===== config.mk =====
export PLATFORM = sky130hd
export DESIGN_NAME = mem_port_arbiter
export DESIGN_NICKNAME = d
export VERILOG_FILES = /design/src/rtl/mem_port_arbiter.sv
export SDC_FILE = /design/constraint.sdc
export NUM_CORES = 1
export LEC_CHECK = 0
export BUFFER_PORTS_ARGS = -buffer_cell sky130_fd_sc_hd__buf_2
export CAP_MARGIN = 20
export CORE_UTILIZATION = 30
export DETAILED_ROUTE_END_ITERATION = 8
export PLACE_DENSITY = 0.63
export SYNTH_ARGS = -nofsm -noshare
export SYNTH_HDL_FRONTEND = slang
export SYNTH_SLANG_ARGS = --single-unit

===== constraint.sdc =====
create_clock -name clk -period 5.8 [get_ports clk]
set_clock_uncertainty 0.2 [all_clocks]
set_input_delay 0.58 -clock clk [delete_from_list [all_inputs] [get_ports clk]]
set_output_delay 0.58 -clock clk [all_outputs]
set_load 0.02 [all_outputs]

===== src/rtl/mem_port_arbiter.sv =====
// Two-requester arbiter for the single unified memory port.
// Instruction fetch (IF) and load/store (D) share one port, with one
// transaction outstanding at a time. D normally has priority. A saturating
// streak counter forces an IF win after STARVE_MAX consecutive D grants
// taken while IF was waiting.
module mem_port_arbiter #(
    parameter int ADDR_WIDTH = 32,
    parameter int DATA_WIDTH = 32,
    parameter int STARVE_MAX = 4
) (
    input  logic                    clk,
    input  logic                    rst,
    input  logic                    start,
    input  logic                    if_req,
    input  logic [ADDR_WIDTH-1:0]   if_addr,
    output logic                    if_gnt,
    output logic [DATA_WIDTH-1:0]   if_rdata,
    output logic                    if_valid,
    input  logic                    d_req,
    input  logic                    d_we,
    input  logic [ADDR_WIDTH-1:0]   d_addr,
    input  logic [DATA_WIDTH-1:0]   d_wdata,
    input  logic [DATA_WIDTH/8-1:0] d_wstrb,
    output logic                    d_gnt,
    output logic [DATA_WIDTH-1:0]   d_rdata,
    output logic                    d_valid,
    output logic                    mem_req,
    output logic                    mem_we,
    output logic [ADDR_WIDTH-1:0]   mem_addr,
    output logic [DATA_WIDTH-1:0]   mem_wdata,
    output logic [DATA_WIDTH/8-1:0] mem_wstrb,
    input  logic                    mem_ready,
    input  logic                    mem_rvalid,
    input  logic [DATA_WIDTH-1:0]   mem_rdata,
    output logic                    err_stray
);

    localparam int         STRB_WIDTH = DATA_WIDTH / 8;
    localparam logic [3:0] STARVE_LIM = 4'(STARVE_MAX);

    typedef enum logic [2:0] {
        IDLE,
        REQ_I,
        REQ_D,
        WAIT_I,
        WAIT_D
    } state_t;

    state_t     state;
    state_t     state_nxt;
    logic       started;
    logic [3:0] streak;
    logic       arb_en;
    logic       pick_i;
    logic       pick_d;
    logic       waiting;

    // Memory accepts the held request in the cycle mem_ready is seen.
    assign if_gnt  = (state == REQ_I) && mem_ready;
    assign d_gnt   = (state == REQ_D) && mem_ready;
    assign waiting = (state == WAIT_I) || (state == WAIT_D);

    // Next state and arbitration. Arbitrate from IDLE, or back-to-back on
    // the response cycle so no bubble appears between transactions.
    always_comb begin
        // NOTE: every signal gets a default before the case, so no path can leave one unassigned and infer a latch.
        state_nxt = state;
        arb_en    = 1'b0;
        pick_i    = 1'b0;
        pick_d    = 1'b0;
        case (state)
            IDLE: arb_en = started;
            REQ_I: if (mem_ready) state_nxt = WAIT_I;
            REQ_D: if (mem_ready) state_nxt = WAIT_D;
            WAIT_I, WAIT_D: begin
                arb_en = mem_rvalid;
                if (mem_rvalid) state_nxt = IDLE;
            end
            default: state_nxt = IDLE;
        endcase
        if (arb_en) begin
            if (if_req && (!d_req || streak == STARVE_LIM)) begin
                pick_i    = 1'b1;
                state_nxt = REQ_I;
            end else if (d_req) begin
                pick_d    = 1'b1;
                state_nxt = REQ_D;
            end
        end
    end

    // State register, sticky run enable and the starvation streak counter.
    always_ff @(posedge clk) begin
        // NOTE: sequential state uses <= so every register samples pre-edge values regardless of statement order.
        if (rst) begin
            state   <= IDLE;
            started <= 1'b0;
            streak  <= 4'd0;
        end else begin
            state   <= state_nxt;
            started <= started | start;
            if (d_gnt) begin
                if (!if_req)                 streak <= 4'd0;
                else if (streak != STARVE_LIM) streak <= streak + 4'd1;
            end else if (if_gnt) begin
                streak <= 4'd0;
            end
        end
    end

    // Registered memory-side request: the winner is latched here and held until accepted.
    always_ff @(posedge clk) begin
        if (rst) begin
            mem_req   <= 1'b0;
            mem_we    <= 1'b0;
            mem_addr  <= '0;
            mem_wdata <= '0;
            mem_wstrb <= '0;
        end else if (pick_i) begin
            mem_req   <= 1'b1;
            mem_we    <= 1'b0;
            mem_addr  <= if_addr;
            mem_wdata <= '0;
            mem_wstrb <= {STRB_WIDTH{1'b0}};
        end else if (pick_d) begin
            mem_req   <= 1'b1;
            mem_we    <= d_we;
            mem_addr  <= d_addr;
            mem_wdata <= d_wdata;
            mem_wstrb <= d_wstrb;
        end else if (if_gnt || d_gnt) begin
            mem_req   <= 1'b0;
        end
    end

    // Route responses to their owner and flag responses nobody is waiting for.
    always_ff @(posedge clk) begin
        if (rst) begin
            if_valid  <= 1'b0;
            if_rdata  <= '0;
            d_valid   <= 1'b0;
            d_rdata   <= '0;
            err_stray <= 1'b0;
        end else begin
            if_valid <= mem_rvalid && (state == WAIT_I);
            d_valid  <= mem_rvalid && (state == WAIT_D);
            if (mem_rvalid && state == WAIT_I) if_rdata <= mem_rdata;
            if (mem_rvalid && state == WAIT_D) d_rdata  <= mem_rdata;
            if (mem_rvalid && !waiting)        err_stray <= 1'b1;
        end
    end

endmodule

# After elaboration in Yosys (flattened, before gate mapping)
# Cells that the tools add are included.
dict set report word_totals {
  word_cells 62
  in_bits 140
  regBits 145
}
dict set report classes {
  bitwise_logic 1
  reduce_logical 18
  muxes 22
  n_addsub 1
  n_eq_ne 7
}
# cell n
set ops {}
lappend ops {{$mux 32} 2}
lappend ops {{$mux 3} 6}
lappend ops {{$mux 4} 4}
lappend ops {{$pmux 3 s4} 1}
lappend ops {{$mux 1} 8}
lappend ops {{$eq 3x2->1 const B} 2}
lappend ops {{$logic_and 1x1->1} 6}
lappend ops {{$add 4x1->4 const B} 1}
lappend ops {{$eq 4x3->1 const B} 1}
lappend ops {{$ne 4x3->1 const B} 1}
lappend ops {{$reduce_bool 2->1} 2}
lappend ops {{$reduce_or 2->1} 2}
lappend ops {{$eq 3x1->1 const B} 1}
lappend ops {{$eq 3x3->1 const B} 1}
lappend ops {{$logic_not 3->1} 1}
lappend ops {{$logic_or 1x1->1} 3}
lappend ops {{$ne 3x2->1 const B} 1}
lappend ops {{$reduce_bool 3->1} 1}
lappend ops {{$logic_not 1->1} 2}
lappend ops {{$pmux 1 s2} 1}
lappend ops {{$reduce_and 2->1} 1}
lappend ops {{$or 1x1->1} 1}

# Longest topological paths before layout
dict set report logic_depth {
  depth_word 7
  depth_mapped 8
}

# Least setup slack after synthesis
# No wires, ideal clock.
dict set report synth_timing {
  path_type {in2reg}
  startpoint {input port mem_rvalid}
  endpoint {register mem_addr[0]}
  path_buffers 3
  cell_stages 7
  path_slack_ns 3.752
  t_required_ns 5.475
  setup_time_ns 0.125
  t_arrival_ns 1.723
  path_cell_list {buf_2 mux2i_2 o31ai_4 and3_1 buf_2 buf_2 a211oi_1}
}
dict set report synth_between {
  elab_chain_len 3
  word_cells_on_any_way 5
}
# element line_no
set synth_rtl {}
lappend synth_rtl {{from (decl)} 33} ;# input logic mem_rvalid,
lappend synth_rtl {{$pmux 1 s2 *} 71} ;# case (state)
lappend synth_rtl {{$mux 1} 81} ;# if (arb_en) begin
lappend synth_rtl {{$mux 32 or $reduce_bool 2->1 (tied branches)} --}
lappend synth_rtl {{to (signal assigned)} 122} ;# mem_addr <= if_addr;
lappend synth_rtl {{to (signal assigned)} 128} ;# mem_addr <= d_addr;
lappend synth_rtl {{to (decl)} 29} ;# output logic [ADDR_WIDTH-1:0] mem_addr,
# Every way passes the cells marked *; elsewhere a longest branch is shown, timed or not.
# A chain may end at the register's enable or synchronous reset.

# Worst setup path in the final report
dict set report layout_timing {
  startpoint {register state[0]}
  endpoint {register mem_addr[22]}
}
dict set report layout_between {
  elab_chain_len 5
  word_cells_on_any_way 9
}
# element line_no
set layout_rtl {}
lappend layout_rtl {{from (decl)} 49} ;# state_t state;
lappend layout_rtl {{from (signal assigned)} 100} ;# state <= state_nxt;
lappend layout_rtl {{$eq 3x2->1 or $eq 3x3->1 (tied branches)} 71}
lappend layout_rtl {{$reduce_or 2->1} 71}
lappend layout_rtl {{$pmux 1 s2 *} 71}
lappend layout_rtl {{$mux 1} 81}
lappend layout_rtl {{$mux 32 or $reduce_bool 2->1 (tied branches)} --}
# Marked as above.

==> qor.yml <==
cp-end-kind: "flop"
fin_tns_setup_ns: 0
critical_path_class: "reg -> reg"
powerDensity_mw_per_mm2: 318
cts_buffers: 17
row_count: 48
clockRootBuffer: "clkbuf_16"
synthCells: 617
rrSetupSlack_ns: 2.98
overflow: 0
final_common_cell: "buf_2"
min-delay-start: "start"
cp_cell_sequence: "nand4b_2, o31ai_4, buf_4, and3_1, buf_4, a2111oi_2"
tightestPinTransition_ns: 0.932
clockBufferDepth: 2
via_per_inst: 4.76
status: "finished clean"
clkLatencyLatePin_ns: 0.41
dp_cells: 1076
ir_worst_vdd_mv: 0.209
fin_nets: 1014
grt_max_degree: 83
dp_hpwl_mm: 11.3
final_cells: 1109
drcViolationCount: 0
synth_nets: 759
clk_pin_slew_worst_paths_ns: 0.06
post-cts-setup-buffers: 0
syn2layout_area_growth_pct: 38.8
ys_ff_latch: 145
fillers: 1795
dr.pass1.iters: 5
min_period_ns: 2.82
via_count: 5278
layout-drive-gt1-share_pct: 37.3
crit_path_start: "state[0]$_SDFF_PP0_"
pin_count: 279
leakage_uw: 0.00352
ant_nets: 0
reg2reg_to: "mem_addr[22]$_SDFFE_PP0P_"
synth_warnings: 0
fp.dieH_um: 137
drv_slew: 0
place_congestion: 0.753
postCtsHoldBufs: 0
slew_headroom_pct: 37.8
worst_path_most_repeated_cell: "buf_4"
endpoint: "mem_addr[22]$_SDFFE_PP0P_"
syn_area_per_cell_um2: 8.85
syn_area_mm2: 0.00546
worstPathArrival_ns: 2.87
ff2ff_path_depth: 6
seq_area_frac_synth_pct: 53.1
htreeDepth: 4
synth_cell_types: 41
coreArea_mm2: 0.0175
drt-initial-drc-count: 373
dieArea_mm2: 0.0188
cts_resized: 0
antenna_cells: 0
rsz0062_at_grt: "no"
async_flop_share_pct: 0
cp-start-kind: "flop"
clock_sinks: 145
die_w_um: 137
grt_pass1_wl_mm: 25.1
setup_viol_count_final: 0
synth_edf_count: 0
required_ns: 5.85
post_drt_wl_per_cell_um: 15.0
antenna_found_initial: 0
r2r-start: "state[0]$_SDFF_PP0_"
cts_tree: "built"
max_freq_ghz: 0.355
port_buffers: 278
finalCritPeriodShare_pct: 48.6
slowest_delay_ns: 0.62
hold_viol_final: 0
mostFrequentLayoutCells: "278 x buf_2, 145 x dfxtp_1, 133 x nand2_1"
hp-class: "in -> reg"
wl_mm: 16.6
slowest_stage: "dfxtp_1"
path_max_fanout: 36
cap_violations: 0
grt_use_total_pct: 17.2
grt_pass1_vias: 4857
power_uw: 2410
utilization_pct: 43.2
initial_utilization_pct: 31.2
ys.flop_type: "dfxtp_1"
==> cells in the mapped netlist, drive strengths merged (3+ instances only) <==
cell type	n	share of area, %
dfxtp	145	53
nand2	133	9.1
a21oi	100	9.2
a22o	37	5.9
inv	37	2.5
clkbuf	33	2.3
o31ai	33	4.8
a211oi	30	4.1
buf	20	2.2
nor2	8	0.55
nand3	5	0.46
nor3	5	0.55
nand3b	3	0.41
==> metrics by stage <==
step / worst slack (ns) / instance area [um2] / hold WS [ns]
floorplan: 3.75 / 5460 / 0.257
global placement: 2.22 / 6980 / 0.239
detailed placement: 2.15 / 6980 / 0.244
CTS: 2.21 / 7540 / 0.154
global route: 2.85 / 7580 / 0.168
finish: 2.98 / 7580 / 0.175
==> sequential cells by signal, summed over array words and instances, names as in the netlist <==
register / count
d_rdata: 32
d_valid: 1
err_stray: 1
if_rdata: 32
if_valid: 1
mem_addr: 32
mem_req: 1
mem_wdata: 32
mem_we: 1
mem_wstrb: 4
started: 1
state: 3
streak: 4
==> metal layers <==
metal	vias up	track usage, %	share of wire [%]
met4	0	5.68	1.3
li1	2658	-	-
met3	14	4.41	5.5
met2	157	28.3	49
met1	2449	21.8	44
met5	-	0	0
==> power by group <==
group | internal (uW) | switching, uW | leakage [uW] | total (uW)
clock network | 632 | 429 | 0.000278 | 1060
logic | 110 | 175 | 0.00207 | 286
registers | 1040 | 25.2 | 0.00118 | 1060
==> cells by family after synthesis <==
kind of cell / after synthesis / synth area share [%]
muxes: 2 / 0.435
and+or+nand+nor: 165 / 12.8
AOI/OAI and AO/OA: 212 / 26.0
xor gates and xnor gates: 1 / 0.160
buffers and inverters: 90 / 6.96
adders and majority gates: 2 / 0.458
DFF: 145 / 53.1
==> cell type report <==
| cell class | count | area, um2 | area share, % |
|---|---|---|---|
| flip-flops and latches | 145 | 2900 | 38.3 |
| multi-input cells | 382 | 2200 | 29.0 |
| repair buffers | 289 | 1490 | 19.7 |
| clock buffers | 18 | 429 | 5.66 |
| well taps | 225 | 282 | 3.71 |
| inverters | 37 | 139 | 1.83 |
| clock inverters | 13 | 138 | 1.82 |
==> worst max-delay path: cells and delay by family (launching register included) <==
kind	cells	cell delay, ns
and+or+nand+nor	2	0.83
buffers and inverters	2	0.75
DFF	1	0.62
AOI/OAI and AO/OA	2	0.22
==> how the worst min path moves through the flow <==
stage,cells after the start,slack (ns),endpoint
after floorplan,2,0.26,started$_SDFF_PP0_
after global placement,2,0.24,if_rdata[21]$_SDFFE_PP0P_
after detailed placement,2,0.24,if_rdata[28]$_SDFFE_PP0P_
final,3,0.18,started$_SDFF_PP0_
after CTS,3,0.15,started$_SDFF_PP0_
after global routing,2,0.17,mem_wdata[15]$_SDFFE_PP0P_
(Power assumes the default switching activity.)
